==> config.mk <==
export PLATFORM = sky130hd
export DESIGN_NAME = branch_predictor
export DESIGN_NICKNAME = d
export VERILOG_FILES = /design/src/rtl/branch_predictor.sv
export SDC_FILE = /design/constraint.sdc
export NUM_CORES = 2
export LEC_CHECK = 0
export ABC_CLOCK_PERIOD_IN_PS = 8100
export BUFFER_PORTS_ARGS = -buffer_cell sky130_fd_sc_hd__buf_4
export CAP_MARGIN = 25
export CORE_MARGIN = 2
export CORE_UTILIZATION = 35
export CTS_CLUSTER_SIZE = 40
export DETAILED_ROUTE_END_ITERATION = 7
export GPL_TIMING_DRIVEN = 1
export MAX_ROUTING_LAYER = met4
export PLACE_DENSITY = 0.55
export SYNTH_ARGS = -nofsm -noshare
export SYNTH_HDL_FRONTEND = slang
export SYNTH_SLANG_ARGS = --single-unit
==> constraint.sdc <==
create_clock -name clk -period 8.1 [get_ports clk]
set_input_delay 1.62 -clock clk [delete_from_list [all_inputs] [get_ports clk]]
set_output_delay 1.62 -clock clk [all_outputs]
set_load 0.01 [all_outputs]
==> src/rtl/branch_predictor.sv <==
// Direct-mapped 2-bit dynamic branch predictor with tagged target store for the 5-stage MIPS pipeline.
// Optional feature macro: BPRED_STATS_EN adds branch_cnt / miss_cnt statistics outputs.
module branch_predictor #(
    parameter int          ENTRIES  = 16,
    parameter int          IDX_W    = 4,
    parameter logic [1:0]  CTR_INIT = 2'b01
) (
    input  logic        clk,
    input  logic        rst,
    input  logic [31:0] pcF,
    output logic        pred_takenF,
    output logic [31:0] pred_targetF,
    input  logic        branchD,
    input  logic        stallD,
    input  logic [31:0] pcD,
    input  logic        pred_takenD,
    input  logic        actual_takenD,
    input  logic [31:0] targetD,
    output logic        mispredictD,
    output logic [31:0] recover_pcD
`ifdef BPRED_STATS_EN
    ,
    output logic [31:0] branch_cnt,
    output logic [31:0] miss_cnt
`endif
);

    localparam int TAG_W = 32 - IDX_W - 2;

    logic             r_valid  [ENTRIES];
    logic [TAG_W-1:0] r_tag    [ENTRIES];
    logic [31:0]      r_target [ENTRIES];
    logic [1:0]       r_ctr    [ENTRIES];

    logic [IDX_W-1:0] w_rdIdx;
    logic [TAG_W-1:0] w_rdTag;
    logic             w_rdHit;
    logic [IDX_W-1:0] w_wrIdx;
    logic [TAG_W-1:0] w_wrTag;
    logic             w_wrHit;
    logic             w_update;

    assign w_rdIdx = pcF[IDX_W+1:2];
    assign w_rdTag = pcF[31:IDX_W+2];
    assign w_rdHit = r_valid[w_rdIdx] && (r_tag[w_rdIdx] == w_rdTag);

    // Lookup reads the registered table only, so a same-cycle update is not visible here.
    assign pred_takenF  = w_rdHit & r_ctr[w_rdIdx][1];
    assign pred_targetF = pred_takenF ? r_target[w_rdIdx] : 32'd0;

    assign w_wrIdx  = pcD[IDX_W+1:2];
    assign w_wrTag  = pcD[31:IDX_W+2];
    assign w_wrHit  = r_valid[w_wrIdx] && (r_tag[w_wrIdx] == w_wrTag);
    assign w_update = branchD & ~stallD;

    assign mispredictD = w_update & (pred_takenD != actual_takenD);
    // pcD+8 skips the delay slot that has already been fetched.
    assign recover_pcD = actual_takenD ? targetD : (pcD + 32'd8);

    always_ff @(posedge clk) begin
        if (rst) begin
            for (int i = 0; i < ENTRIES; i++) begin
                r_valid[i]  <= 1'b0;
                r_tag[i]    <= '0;
                r_target[i] <= 32'd0;
                r_ctr[i]    <= CTR_INIT;
            end
        end else if (w_update) begin
            if (actual_takenD) begin
                r_valid[w_wrIdx]  <= 1'b1;
                r_tag[w_wrIdx]    <= w_wrTag;
                r_target[w_wrIdx] <= targetD;
                if (!w_wrHit)
                    r_ctr[w_wrIdx] <= 2'b10;
                else if (r_ctr[w_wrIdx] != 2'b11)
                    r_ctr[w_wrIdx] <= r_ctr[w_wrIdx] + 2'b01;
            end else if (w_wrHit && (r_ctr[w_wrIdx] != 2'b00)) begin
                // A not-taken miss deliberately allocates nothing.
                r_ctr[w_wrIdx] <= r_ctr[w_wrIdx] - 2'b01;
            end
        end
    end

`ifdef BPRED_STATS_EN
    logic [31:0] r_branchCnt;
    logic [31:0] r_missCnt;

    always_ff @(posedge clk) begin
        if (rst) begin
            r_branchCnt <= 32'd0;
            r_missCnt   <= 32'd0;
        end else begin
            if (w_update)
                r_branchCnt <= r_branchCnt + 32'd1;
            if (mispredictD)
                r_missCnt <= r_missCnt + 32'd1;
        end
    end

    assign branch_cnt = r_branchCnt;
    assign miss_cnt   = r_missCnt;
`endif

endmodule
==> impl_metrics.csv <==
group,metric,value,unit
job,maxCapViolCount,0,
run_status,violations,"DRC",
clocking,cts_made_buffers,103,
final_layout,multiInputGateArea,0.0186,mm^2
hold_path,holdPathStages,1,
final_layout,syn2layout_area_growth,13.5,%
logic_synthesis,ys_types,62,
logic_synthesis,ys_top_cells_by_area,"edfxtp_1 (59%), mux4_2 (18%), and3_1 (6.5%)",
worst_setup_path,critPathArrivalTime,5690,ps
sta,fin_skew,42.5,ps
sta,slew_violations,0,
drt,drc_errors,5,
sta,fmax,137,MHz
hold_path,worstHoldEndpoint,"r_valid[2]",
logic_synthesis,yosysTopAreaCellShare,0.586,
hold_path,min_from,"r_valid[2]",
clocking,ctsHoldBuffers,0,
power,power.density,216,mW/mm^2
clocking,post_cts_resized,0,
final_layout,final_util,0.401,
final_layout,num-fill-cells,12846,
die,core_area,0.140,mm^2
drt,antenna_left,0,
global_routing,antenna_found_initial,12,
die,start_util,0.353,
drt,via_per_inst,5.99,
placed_design,globalplace.congestion,0.902,
final_layout,ff_latch_area,0.0291,mm^2
clocking,clk_pin_slew,60,ps
worst_setup_path,worstPathMaxFanout,71,
worst_setup_path,timing.rr.end,"r_ctr[2][1]",
die,rows,137,
final_layout,layout_common_cells,"edfxtp_1 (960), and3_1 (515), mux4_2 (388), buf_4 (243), and2_1 (232)",
worst_setup_path,cp-start-kind,"input pin",
logic_synthesis,synth_nets,3441,
power,p_leak,20.4,nW
logic_synthesis,syn_avg_cell_area,14.8,um^2
final_layout,mostFrequentLayoutCell,"edfxtp_1",
placed_design,hpwlAfterDp,100000,um
sta,setup_viol,0,
logic_synthesis,synth_edf_count,960,
drt,drtIter0Drc,4508,
logic_synthesis,ys_dominant_reg_cell,"edfxtp_1",
final_layout,layout.nets,3437,
logic_synthesis,netlist_area,0.0492,mm^2
logic_synthesis,synth-seq-cells,976,
drt,vias,31723,
logic_synthesis,yosysTopAreaCell,"edfxtp_1",
final_layout,layout-drive-gt1-share,0.255,
die,dieWidth,379,um
die,dieArea,0.144,mm^2
logic_synthesis,async_flop_share,0,
sta,period_share,0.902,
global_routing,grt_pass1_vias,31036,
sta,hold_viol,0,
global_routing,grt_pass1_wl,245000,um
sta,post-route-min-period,7310,ps
drt,wl_per_cell,33.3,um
logic_synthesis,synthCells,3336,
clocking,cts_buffer_depth,3,
logic_synthesis,yosysWarnings,0,
drt,drt_pass1_iterations,8,
clocking,cts_sinks,976,
clocking,h-tree-depth,3,
die,fp.dieH,379,um
worst_setup_path,regToRegStartpoint,"r_tag[2][12]",
run_status,status,"complete, but fails checks",
worst_setup_path,critical_path_class,"input pin to output port",
worst_setup_path,required,6480,ps
global_routing,grt-ovfl-total,0,
logic_synthesis,ys_seq_area_frac,0.592,
sta,worst_pin_slew,1150,ps
worst_setup_path,end_kind,"output port",
clocking,cts_tree,"done",
global_routing,grt_max_degree,261,
sta,rsz0062_at_grt,"false",
drt,totalWireLength,176000,um
worst_setup_path,rrSetupSlack,3830,ps
sta,setup_tns,0,ps
power,vdd_drop_max,168,uV
hold_path,worstHoldPathType,"register to register",
clocking,clock-root-buffer,"clkbuf_16",
die,ios,168,
global_routing,grt_use_total,0.251,
placed_design,portBuffers,165,
clocking,postCtsSetupBuffers,0,
sta,timing.slew.headroom,0.236,
clocking,clkLatencyLatePin,730,ps
worst_setup_path,reg2reg_depth,8,
## through the flow
stage	hold WS (ps)	instances	power [mW]	cell area, um^2	setup WS [ps]
3_5_place_dp	463	5097	7.34	52500	832
5_1_grt	494	5297	12.4	55900	691
2_1_floorplan	439	3336	6.75	49200	324
4_1_cts	477	5288	12.1	55800	825
3_3_place_gp	461	5094	7.33	52500	885
6_report	480	5297	12.1	55900	793
## sequential cells by signal, summed over array words and instances (netlist names)
| signal | flops |
|---|---|
| r_valid | 16 |
| r_target | 512 |
| r_ctr | 32 |
| r_tag | 416 |
## how the worst max path moves through the flow
stage / start / to / depth (start not counted)
3_3_place_gp: pcF[2] / pred_targetF[17] / 10
4_1_cts: pcF[2] / pred_targetF[28] / 10
3_5_place_dp: pcF[2] / pred_targetF[28] / 10
2_1_floorplan: pcD[2] / r_tag[3][0] / 8
5_1_grt: pcF[2] / pred_targetF[18] / 10
6_report: pcF[2] / pred_targetF[28] / 10
## layer usage
| metal | wire, um | part of all wire | global-route usage | vias to the layer above |
|---|---|---|---|---|
| met5 | 0 | 0 | - | - |
| met4 | 6140 | 0.035 | 0.0866 | 0 |
| met3 | 17000 | 0.096 | 0.0476 | 339 |
| met2 | 82400 | 0.47 | 0.382 | 1761 |
| met1 | 71000 | 0.40 | 0.337 | 16668 |
| li1 | - | - | - | 12955 |
## cell families (layout without fill, tap and decap cells)
group | after synthesis | after routing | share of synthesized area
other | 0 | 3 | 0
multiplexers | 469 | 469 | 0.194
XOR/XNOR | 81 | 81 | 0.0144
buffers and inverters | 413 | 495 | 0.0342
AND/OR/NAND/NOR | 1200 | 1200 | 0.137
AO/OA/AOI/OAI | 194 | 194 | 0.0273
flip-flops | 976 | 976 | 0.592
adder cells (fa/ha/maj) | 3 | 3 | 0.000763
## cell usage after synthesis, types with 3 or more instances
cell,count
edfxtp_1,960
and3_1,515
mux4_2,388
clkbuf_1,312
and2_1,234
nor2_1,188
nand2_1,103
mux2i_1,64
xnor2_1,60
o21ai_0,59
nor2b_1,41
nor3_1,34
nand3_1,31
buf_2,28
inv_1,28
buf_1,25
nor4_1,23
xor2_1,21
o221ai_1,17
a22oi_1,16
dfxtp_1,16
mux2_2,16
o22ai_1,12
a21oi_1,11
buf_6,11
a21oi_2,10
nand4_1,10
a22o_1,9
o211ai_1,8
a221oi_1,7
nand2b_1,6
a21o_1,5
o21ai_1,5
o21bai_1,5
a211oi_1,4
and4_1,4
buf_4,4
clkinv_1,4
o2111ai_1,4
o2bb2ai_1,4
ha_1,3
o31ai_1,3
o32ai_1,3
## worst max-delay path: stages
cell     delay [ps]
buf_8           620
buf_12          350
mux4_2          550
mux4_2          470
xor2_1          200
nor4_1          610
nand4_1         330
buf_4           400
nor2b_1         220
buf_4           150
## cell type report
class,count,share of cell area
Sequential cell,976,0.522
Multi-Input combinational cell,1947,0.334
Clock buffer,127,0.0483
Tap cell,1876,0.0420
Timing Repair Buffer,271,0.0407
Clock inverter,64,0.0115
Inverter,33,0.00222
Antenna cell,3,0.000134
## power breakdown
group / internal [mW] / switching, mW / total [mW]
clock: 2.72 / 2.11 / 4.82
sequential: 5.79 / 0.0932 / 5.89
combinational: 0.528 / 0.838 / 1.37
total: 9.04 / 3.04 / 12.1
(Power assumes the default switching activity.)
